`config.mk`:
```
export PLATFORM = sky130hd
export DESIGN_NAME = ga_raster_irq
export DESIGN_NICKNAME = d
export VERILOG_FILES = /design/src/rtl/ga_pkg.sv /design/src/rtl/ga_edge_det.sv /design/src/rtl/ga_raster_irq.sv
export SDC_FILE = /design/constraint.sdc
export NUM_CORES = 1
export LEC_CHECK = 0
export BUFFER_PORTS_ARGS = -buffer_cell sky130_fd_sc_hd__buf_2
export CORE_UTILIZATION = 53
export DETAILED_ROUTE_END_ITERATION = 7
export GPL_ROUTABILITY_DRIVEN = 0
export PLACE_DENSITY = 0.82
export RECOVER_POWER = 25
export REMOVE_ABC_BUFFERS = 1
export SKIP_CTS_REPAIR_TIMING = 1
export SLEW_MARGIN = 10
export SYNTH_ARGS = -nofsm -noshare
export SYNTH_HDL_FRONTEND = slang
export SYNTH_HIERARCHICAL = 1
export SYNTH_SLANG_ARGS = --single-unit
```
`constraint.sdc`:
```
create_clock -name clk -period 1.9 [get_ports clk]
set_input_delay 0.38 -clock clk [delete_from_list [all_inputs] [get_ports clk]]
set_output_delay 0.38 -clock clk [all_outputs]
set_load 0.01 [all_outputs]
```
`src/rtl/ga_pkg.sv`:
```
// Shared constants and mode encoding for the gate-array raster interrupt block.
package ga_pkg;

   localparam int unsigned GA_LINE_DIV = 52;
   localparam int unsigned GA_CNT_W    = 6;
   localparam int unsigned GA_VS_DELAY = 2;
   localparam int unsigned GA_LINE_W   = 9;

   typedef enum logic {
      ModeDivider = 1'b0,
      ModeRaster  = 1'b1
   } ga_mode_e;

endpackage

```
`src/rtl/ga_edge_det.sv`:
```
// Registered rise/fall detector; history and outputs advance only on cen.
module ga_edge_det (
   input  logic clk_i,
   input  logic rst_ni,
   input  logic cen_i,
   input  logic sig_i,
   output logic rise_o,
   output logic fall_o
);

   logic prev_q;
   logic rise_q;
   logic fall_q;

   always_ff @(posedge clk_i or negedge rst_ni) begin
      if (!rst_ni) begin
         prev_q <= 1'b0;
         rise_q <= 1'b0;
         fall_q <= 1'b0;
      end else if (cen_i) begin
         prev_q <= sig_i;
         rise_q <= sig_i & ~prev_q;
         fall_q <= ~sig_i & prev_q;
      end
   end

   assign rise_o = rise_q;
   assign fall_o = fall_q;

endmodule

```
`src/rtl/ga_raster_irq.sv`:
```
// Raster interrupt generator: HSYNC divider with VSYNC resync, or compare on a
// programmable line count.
module ga_raster_irq
   import ga_pkg::*;
#(
   parameter int unsigned LINE_DIV = GA_LINE_DIV,
   parameter int unsigned CNT_W    = GA_CNT_W,
   parameter int unsigned VS_DELAY = GA_VS_DELAY,
   parameter int unsigned LINE_W   = GA_LINE_W
) (
   input  logic              clk,
   input  logic              RESET_N,
   input  logic              cen,
   input  logic              HSYNC_I,
   input  logic              VSYNC_I,
   input  logic              int_ack,
   input  logic              irq_reset,
   input  logic              mode_pri,
   input  logic [LINE_W-1:0] pri_line,
   output logic              INT_N,
   output logic [CNT_W-1:0]  HCNT,
   output logic [LINE_W-1:0] LINE,
   output logic              VS_PEND
);

   localparam int unsigned DLY_W = (VS_DELAY > 1) ? $clog2(VS_DELAY + 1) : 1;

   logic [1:0]        rst_sync_q;
   logic              rst_n_int;
   logic              hs_end, vs_rise, hs_rise, vs_fall;
   logic              unused_edges;

   logic [CNT_W-1:0]  hcnt_q, hcnt_d;
   logic [LINE_W-1:0] line_q, line_d;
   logic [DLY_W-1:0]  delay_q, delay_d;
   logic              vs_pend_q, vs_pend_d;
   logic              pend_q, pend_d;
   logic              int_n_q;
   logic              div_set, pri_hit, set_pend, raster;

   // Assert asynchronously, release two clocks later.
   always_ff @(posedge clk or negedge RESET_N) begin
      if (!RESET_N) rst_sync_q <= 2'b00;
      else          rst_sync_q <= {rst_sync_q[0], 1'b1};
   end
   assign rst_n_int = rst_sync_q[1];

   ga_edge_det u_hs_det (
      .clk_i  (clk),
      .rst_ni (rst_n_int),
      .cen_i  (cen),
      .sig_i  (HSYNC_I),
      .rise_o (hs_rise),
      .fall_o (hs_end)
   );

   ga_edge_det u_vs_det (
      .clk_i  (clk),
      .rst_ni (rst_n_int),
      .cen_i  (cen),
      .sig_i  (VSYNC_I),
      .rise_o (vs_rise),
      .fall_o (vs_fall)
   );

   assign unused_edges = hs_rise ^ vs_fall;
   assign raster       = (ga_mode_e'(mode_pri) == ModeRaster);

   always_comb begin
      hcnt_d    = hcnt_q;
      line_d    = line_q;
      delay_d   = delay_q;
      vs_pend_d = vs_pend_q;
      pend_d    = pend_q;
      div_set   = 1'b0;

      if (hs_end && (line_q != '1)) line_d = line_q + 1'b1;
      if (vs_rise) begin
         line_d    = '0;
         delay_d   = DLY_W'(VS_DELAY);
         vs_pend_d = 1'b1;
      end

      if (hs_end) begin
         if (vs_pend_q && !vs_rise && (delay_q == DLY_W'(1))) begin
            // Resync replaces the divider step; interrupt only if past half count.
            hcnt_d    = '0;
            vs_pend_d = 1'b0;
            delay_d   = '0;
            div_set   = hcnt_q[CNT_W-1];
         end else begin
            if (vs_pend_q && !vs_rise) delay_d = delay_q - 1'b1;
            if (hcnt_q == CNT_W'(LINE_DIV - 1)) begin
               hcnt_d  = '0;
               div_set = 1'b1;
            end else begin
               hcnt_d = hcnt_q + 1'b1;
            end
         end
      end

      pri_hit  = (line_d != line_q) && (line_d == pri_line) && (pri_line != '0);
      set_pend = raster ? pri_hit : div_set;

      if (int_ack) begin
         pend_d = 1'b0;
         if (!raster) hcnt_d[CNT_W-1] = 1'b0;
      end
      if (set_pend) pend_d = 1'b1;
      if (irq_reset) begin
         pend_d    = 1'b0;
         hcnt_d    = '0;
         vs_pend_d = 1'b0;
         delay_d   = '0;
      end
   end

   always_ff @(posedge clk or negedge rst_n_int) begin
      if (!rst_n_int) begin
         hcnt_q    <= '0;
         line_q    <= '0;
         delay_q   <= '0;
         vs_pend_q <= 1'b0;
         pend_q    <= 1'b0;
         int_n_q   <= 1'b1;
      end else if (cen) begin
         hcnt_q    <= hcnt_d;
         line_q    <= line_d;
         delay_q   <= delay_d;
         vs_pend_q <= vs_pend_d;
         pend_q    <= pend_d;
         int_n_q   <= ~pend_d;
      end
   end

   assign INT_N   = int_n_q;
   assign HCNT    = hcnt_q;
   assign LINE    = line_q;
   assign VS_PEND = vs_pend_q;

endmodule

```
**Word level (Yosys, flattened, before mapping)**

Index checks and enable logic that the tools add are counted.

- Muxes and demuxes: 24
- Bitwise gates (word level): 5
- Equality and inequality tests: 5
- Add/subtract/negate cells: 3
- Multiply operators: 0
- Div/mod/pow operators: 0
- Order comparisons: 0
- Reductions and logical operators: 9
- Shifts and indexed selects: 0

Operators by type and width:

| cell | number |
|---|---|
| $mux 6 | 4 |
| $mux 9 | 2 |
| $mux 1 | 13 |
| $mux 2 | 5 |
| $add 9x1->9 const B | 1 |
| $eq 9x9->1 | 1 |
| $ne 9x9->1 | 1 |
| $ne 9x9->1 const B | 1 |
| $reduce_bool 9->1 | 1 |
| $add 6x1->6 const B | 1 |
| $eq 6x6->1 const B | 1 |
| $logic_and 1x1->1 | 5 |
| $not 1->1 | 3 |
| $and 1x1->1 | 2 |
| $eq 2x1->1 const B | 1 |
| $reduce_and 2->1 | 1 |
| $reduce_bool 2->1 | 1 |
| $sub 2x1->2 const B | 1 |
| $logic_not 1->1 | 1 |

- Logic and storage cells: 58
- Bits in latches: 0
- Memory bits (read-only): 0
- Input port bits: 17
- Register bits after elaboration: 26
- Output and inout port bits: 17
- Memories kept: 0
- RAM bits: 0

**Longest topological paths before layout**

Gate-level depths: netlist of the first run.

- Word-level depth: 11
- Gate-level depth with buffers: 11
- Mapped depth without buffers: 10

**Hierarchy**

Netlist of the first run, hierarchy kept.

By module, submodules not included:

| module | seq. area each (um^2) | times used | cells an instance | area each (um^2) |
|---|---|---|---|---|
| ga_raster_irq | 551.8 | 1 | 206 | 1,766.7 |
| ga_edge_det | 75.1 | 2 | 10 | 122.6 |

**Worst setup path before layout of the first run**

Ideal clock, no wire load.

- Kind: reg-to-reg
- Start: reg line_q[1], in the netlist LINE[1]
- End: reg pend_q
- Library setup time: 0.077 ns
- Path buffers: 0
- Required time: 1.823 ns
- Stages on the path, launching flop included: 11
- Arrival time: 2.597 ns
- Clock period less this slack: 2.674 ns
- Path slack: -0.774 ns
- Cell sequence: dfrtp_1 > ha_1 > and3_1 > and3_1 > ha_1 > nand4b_4 > or4_4 > and3_4 > nor3_2 > o2111ai_1 > a21oi_1

- Word-level cells in the longest chain between the ends: 10
- Elaborated cells between the ends (all ways): 12
- Classes of those cells: add/sub: 1; eq/ne: 3; mux: 5; reduce/logical: 3

Ends and longest elaborated chain:

| what | line | text |
|---|---|---|
| start: declaration | ga_raster_irq.sv:34 | `logic [LINE_W-1:0] line_q, line_d;` |
| start signal: assignment | ga_raster_irq.sv:128 | `line_q <= line_d;` |
| parallel branches: the longest is 5 deep, another holds $add 9x1->9 | - |  |
| $logic_and 1x1->1 * (2 in series) | ga_raster_irq.sv:102 | `pri_hit = (line_d != line_q) && (line_d == pri_line) && (pri_line != '0);` |
| $mux 1 * | ga_raster_irq.sv:103 | `set_pend = raster ? pri_hit : div_set;` |
| $mux 1 * | ga_raster_irq.sv:109 | `if (set_pend) pend_d = 1'b1;` |
| $mux 1 * | ga_raster_irq.sv:110 | `if (irq_reset) begin` |
| end signal: assignment | ga_raster_irq.sv:131 | `pend_q <= pend_d;` |
| end: declaration | ga_raster_irq.sv:37 | `logic pend_q, pend_d;` |

Every way passes the cells marked *.
A chain may end at the register's enable or synchronous reset.

**Worst setup path in the final report of the first run**

Ends and elaborated chain as after synthesis.

==> results by group, run 1 <==
Timing
  • RSZ-0062 raised after global routing: true
  • Minimum clock period: 2.58 ns
  • Hold Violations, Final: 0
  • Setup Skew: 0.0110 ns
  • Max Fclk: 388 MHz
  • Hold_ws: 0.142 ns
  • Slew @ Worst Pin: 0.878 ns
  • Final worst slack: -0.677 ns
  • Total negative slack: -2.78 ns
  • Final Cycle Share: 136%
  • Slew Limit Fails: 0
  • Slew headroom: 41.5%
  • Final setup fails: 9

Layout
  • Layout Nets: 308
  • Area Growth Syn to Fin: 39.4%
  • # diodes: 0
  • Non-Filler Instances: 332
  • Design Area, Final: 2690 sq um
  • Filler cell count: 213
  • Area of the multi-input gates: 1320 sq um
  • Layout cells sized above 1: a little over two fifths
  • Register Area: 653 sq um
  • Final Core Density: roughly four fifths

Pwr
  • Switch share: 33.6%
  • Power Dens Cells: 641 nW/um^2
  • P_sw: 580 uW
  • Power, Total: 1.73 mW
  • Leak pwr: 1.19 nW
  • VDD IR max: 0.000657 V
  • Clock Power Share: between 20% and 30%
  • Pint: around 1.1 mW
  • Register share of total power: 40.0%
  • Comb pwr share: between 30 and 40%

Detailed routing
  • Routed wire per std cell: 18.7 um
  • Drt via density: 6.40
  • Detailed Route WL: 6.20 mm
  • Iter 0 DRT Violations: 243
  • DR pass1 iterations: 5
  • Residual DRC: 0
  • Antenna-violating nets left: 0
  • Vias: 2125

Global route
  • Gr usage total: between 20 and 30%
  • Largest net degree at the start of global routing: 17
  • GRT overflow: 0
  • First-pass GRT wire length: 8.69 mm
  • Antenna violations before repair: 0
  • Vias in the first global route: 1836

Die
  • Num rows: 21
  • Io pins: 34
  • Vert. Die Dim: around 62 um
  • Die area: 3890 sq um
  • Die width: ~62 um
  • Core ar.: 3420 sq um
  • Initial Util: 56.5%

Setup path
  • Crit-path slowest cell: dfrtp_1
  • WS Path Type: reg2reg
  • Reg2Reg Launch Point: LINE[1]
  • Setup crit start kind: flop
  • Critical Path RT: ~2.2 ns
  • Critical path, cell by cell: ha_2 -> and3_4 -> and3_4 -> ha_4 -> nand2b_2 -> o21ai_0 -> a211oi_1 -> nor4_1 -> o2111ai_2 -> a21oi_1
  • Crit-path most repeated cell: and3_4
  • Critical Path Sink Type: flop
  • Slowest stage delay, CP: 0.42 ns
  • CP startpoint: LINE[1]
  • CP top delay family: simple AND/OR/NAND/NOR gates
  • WP buf/inv: 0
  • Max Fanout on Critical Path: 7
  • CP Data Arrival Time: 2.85 ns

Yosys
  • Mapped Avg Cell Area: 8.85 sq um
  • Area of the mapped netlist: 1930 sq um
  • Mapped Cells: 218
  • Synth Warn #: 6

Hold path
  • Worst min-delay path class: reg2async

Outcome
  • Failing checks: negative setup slack
  • Status: complete, but fails checks

Placed design
  • Dpl ws: -0.779 ns
  • PortBufs: 33
  • Post-placement cell area: between 2000 and 2500 sq um
  • Detail Placement HPWL: 3.95 mm
  • Placed cells: 318

Clock network
  • Clk pin slew, worst setup/hold paths: 0.15 ns
  • Clk sinks: 26
  • CTS Root Buffer Type: clkbuf_4
  • Total CTS buffers: 3
  • Clock Tree Buf Depth: 2
  • CTS tree: built
  • Clock latency on the worst-skew pair: 0.34 ns
  • H-tree depth: 1

Run
  • Max Cap Violations: 0
[area by class of cell]
type                            count  share of cell area, %
Inverter                           12                   1.67
Multi-Input combinational cell    165                   49.2
Clock buffer                        3                  0.837
Sequential cell                    26                   24.3
Tap cell                           46                   2.14
Clock inverter                      1                   1.12
Timing Repair Buffer               79                   20.8
[worst reg2reg max path: stages (launching register included)]
cell and delay, ns:
dfrtp_1 0.42, ha_2 0.21, and3_4 0.19, and3_4 0.17, ha_4 0.18, nand2b_2 0.25, o21ai_0 0.22, a211oi_1 0.13
nor4_1 0.38, o2111ai_2 0.22, a21oi_1 0.17
[layer usage]
layer	wire [um]	vias to the layer above	GRT usage, %	share of wire, %
li1	-	967	-	-
met1	2540	1013	38.6	41
met2	3040	129	44.1	49
met3	489	16	5.70	7.9
met4	136	0	8.43	2.2
met5	0	-	0	0
[cells in the final DEF (no fill, tap or decap), types with 4 or more instances in the layout]
master and n:
nand3_1 4, buf_4 35, o21ai_1 4, xnor2_1 5, nor2b_1 5, nand2_1 10
a21oi_1 10, and3_1 4, nor4_1 7, o21ai_0 12, o2bb2ai_1 7, buf_6 7
nor2_1 12, buf_2 32, dfrtp_1 24, inv_1 10, o21ai_2 4
[final timing paths]
kind                                   end  slack (ns)  cells past startpoint
setup / recovery                    pend_q       -0.68                     10
hold / removal             u_hs_det/prev_q        0.14                      0
setup reg to reg                    pend_q       -0.68                     10
hold reg to reg            u_hs_det/prev_q        0.14                      0
max in group asynchronous          VS_PEND        0.66                      1
min in group clk           u_vs_det/prev_q        0.29                      2
[registers in the layout, summed over array words and instances (netlist names)]
signal	flops
delay_q	2
INT_N	1
u_vs_det/rise_o	1
LINE	9
u_hs_det/prev_q	1
pend_q	1
VS_PEND	1
u_vs_det/prev_q	1
HCNT	6
rst_sync_q	2
u_hs_det/fall_o	1
[power groups by stage]
stage	sequential, mW	clock (mW)	combinational [mW]
floorplan	0.741	0	0.238
global placement	0.686	0	0.541
detailed placement	0.692	0	0.550
CTS	0.681	0.387	0.554
global route	0.697	0.410	0.700
finish	0.691	0.385	0.650
(Power assumes the default switching activity.)
==> inputs of run 2 (changes only) <==
PLACE_DENSITY = default   (was 0.82)
PLACE_DENSITY_LB_ADDON = 0.08   (was default)
==> results by group, run 2 (synthesized netlist as in run 1, its figures left out) <==
Global route
  • Largest net degree at the start of global routing: 17 (unchanged)
  • First-pass GRT wire length: 9.00 mm (+3.5%)
  • Vias in the first global route: 1934 (+5.3%)
  • Gr usage total: 29.0% (+1.0 points)
  • Antenna violations before repair: 0 (unchanged)
  • GRT overflow: 0 (unchanged)

Clock network
  • H-tree depth: 1 (unchanged)
  • Clock latency on the worst-skew pair: 0.35 ns (about the same)
  • Clk pin slew, worst setup/hold paths: 0.16 ns (about the same)
  • Clock Tree Buf Depth: 2 (unchanged)
  • CTS tree: built
  • Clk sinks: 26 (unchanged)
  • CTS Root Buffer Type: clkbuf_4
  • Total CTS buffers: 3 (unchanged)

Pwr
  • Switch share: 34.6% (+1.0 points)
  • Leak pwr: 1.18 nW (-0.44%)
  • VDD IR max: 0.000529 V (-20%)
  • Pint: 1.13 mW (-1.6%)
  • Clock Power Share: 23.6% (+1.3 points)
  • P_sw: 598 uW (+3.1%)
  • Comb pwr share: 37.0% (-0.7 points)
  • Power Dens Cells: 658 nW/um^2 (+2.6%)
  • Register share of total power: 39.5% (-0.5 points)

Setup path
  • Critical path, cell by cell: ha_2 -> and3_4 -> and3_4 -> ha_4 -> nand4b_4 -> or4_4 -> and3_4 -> nor3_2 -> o2111ai_1 -> a21oi_1
  • Reg2Reg Launch Point: LINE[1]
  • CP startpoint: LINE[1]
  • Reg-to-reg setup timing slack: -0.55 ns (+0.13 ns)
  • CP top delay family: simple AND/OR/NAND/NOR gates
  • Slowest stage delay, CP: 0.43 ns (about the same)
  • R2r endpoint: pend_q
  • Critical Path RT: 2.19 ns (about the same)
  • Max Fanout on Critical Path: 7 (unchanged)
  • Cell depth of the worst setup path: 10 (unchanged)
  • Crit-path slowest cell: or4_4
  • WS Path Type: reg2reg
  • CP Data Arrival Time: 2.74 ns (-0.11 ns)
  • R2R depth: 10 (unchanged)
  • WP buf/inv: 0 (unchanged)
  • Critical Path Sink Type: flop
  • Setup crit start kind: flop
  • Worst setup path endpoint: pend_q
  • Crit-path most repeated cell: and3_4

Detailed routing
  • Detailed Route WL: 6.03 mm (-2.8%)
  • DR pass1 iterations: 4 (-1)
  • Residual DRC: 0 (unchanged)
  • Vias: 2058 (-3.2%)
  • Antenna-violating nets left: 0 (unchanged)
  • Routed wire per std cell: 18.4 um (-1.7%)
  • Drt via density: 6.27 (-2.0%)
  • Iter 0 DRT Violations: 165 (-32%)

Layout
  • # diodes: 0 (unchanged)
  • Layout cells sized above 1: 40.4% (-1.9 points)
  • Number of flip-flops in the largest register: 9 (unchanged)
  • Filler cell count: 255 (+20%)
  • Layout Nets: 304 (-1.3%)
  • Most common cell after layout, fill and taps aside: buf_4
  • Area Growth Syn to Fin: 35.9%
  • Area of the multi-input gates: 1320 sq um (about the same)
  • Final Core Density: 76.7% (-2.0 points)
  • Register Area: 652 sq um (-0.19%)
  • Most frequent cells in the layout: 35 x buf_4, 32 x buf_2, 25 x dfrtp_1

Timing
  • Slew headroom: 52.6% (+11 points)
  • Final worst slack: -0.551 ns (+0.126 ns)
  • Hold Violations, Final: 0 (unchanged)
  • Total negative slack: -2.11 ns (+0.664 ns)
  • Final setup fails: 7 (-2)
  • Setup Skew: 0.00155 ns (-0.00947 ns)
  • Final Cycle Share: 129% (-6.6 points)
  • Slew Limit Fails: 0 (unchanged)
  • Slew @ Worst Pin: 0.711 ns (-0.167 ns)
  • RSZ-0062 raised after global routing: true
  • Max Fclk: 408 MHz (+5.1%)
  • Minimum clock period: 2.45 ns (-0.126 ns)

Die
  • Io pins: 34 (unchanged)
  • Die width: 62.3 um (unchanged)
  • Initial Util: 56.5% (unchanged)
  • Die area: 3890 sq um (unchanged)
  • Vert. Die Dim: 62.3 um (unchanged)
  • Core ar.: 3420 sq um (unchanged)
  • Num rows: 21 (unchanged)

Placed design
  • Detail Placement HPWL: 3.94 mm (-0.36%)
  • PortBufs: 33 (unchanged)

Run
  • Max Cap Violations: 0 (unchanged)

Outcome
  • Status: complete, but fails checks
  • Failing checks: negative setup slack

Hold path
  • Worst min-delay path class: in2reg
## run 2: worst min-delay path by stage
stage | start | to | slack [ns] | depth (start not counted)
floorplan | RESET_N | rst_sync_q[0] | 0.08 | 0
global placement | RESET_N | rst_sync_q[1] | 0.16 | 1
detailed placement | RESET_N | rst_sync_q[1] | 0.17 | 1
CTS | RESET_N | rst_sync_q[0] | -0.22 | 1
global route | HSYNC_I | u_hs_det/prev_q | 0.25 | 2
finish | HSYNC_I | u_hs_det/prev_q | 0.24 | 2
## run 2: area by class of cell
type                    instances  share of cell area, %
multi-input cells             166                   50.4
flip-flops and latches         26                   24.9
repair buffers                 74                   18.8
well taps                      46                   2.20
inverters                      12                   1.72
clock inverters                 1                   1.15
clock buffers                   3                  0.859
## run 2: power by group through the flow
| stage | registers (mW) | logic, mW | clock network [mW] |
|---|---|---|---|
| 2_1_floorplan | 0.741 | 0.238 | 0 |
| 3_3_place_gp | 0.682 | 0.519 | 0 |
| 3_5_place_dp | 0.687 | 0.534 | 0 |
| 4_1_cts | 0.676 | 0.537 | 0.406 |
| 5_1_grt | 0.691 | 0.688 | 0.425 |
| 6_report | 0.681 | 0.638 | 0.407 |
## run 2: metrics by stage
stage,cell area [sq um],worst slack (ns),hold WS [ns],instances,power (mW)
after global placement,2320,-0.612,0.164,315,1.20
final,2620,-0.551,0.243,328,1.73
after detailed placement,2320,-0.677,0.167,315,1.22
after CTS,2370,-0.708,-0.215,319,1.62
after global routing,2620,-0.707,0.247,328,1.80
after floorplan,1850,-0.817,0.0844,203,0.979
## run 2: metal layers
metal	track usage (%)	part of all wire, %	vias up
met5	0	0	-
met4	8.72	2.7	0
met3	3.68	7.1	18
met2	48.4	47	98
met1	39.3	43	989
li1	-	-	953
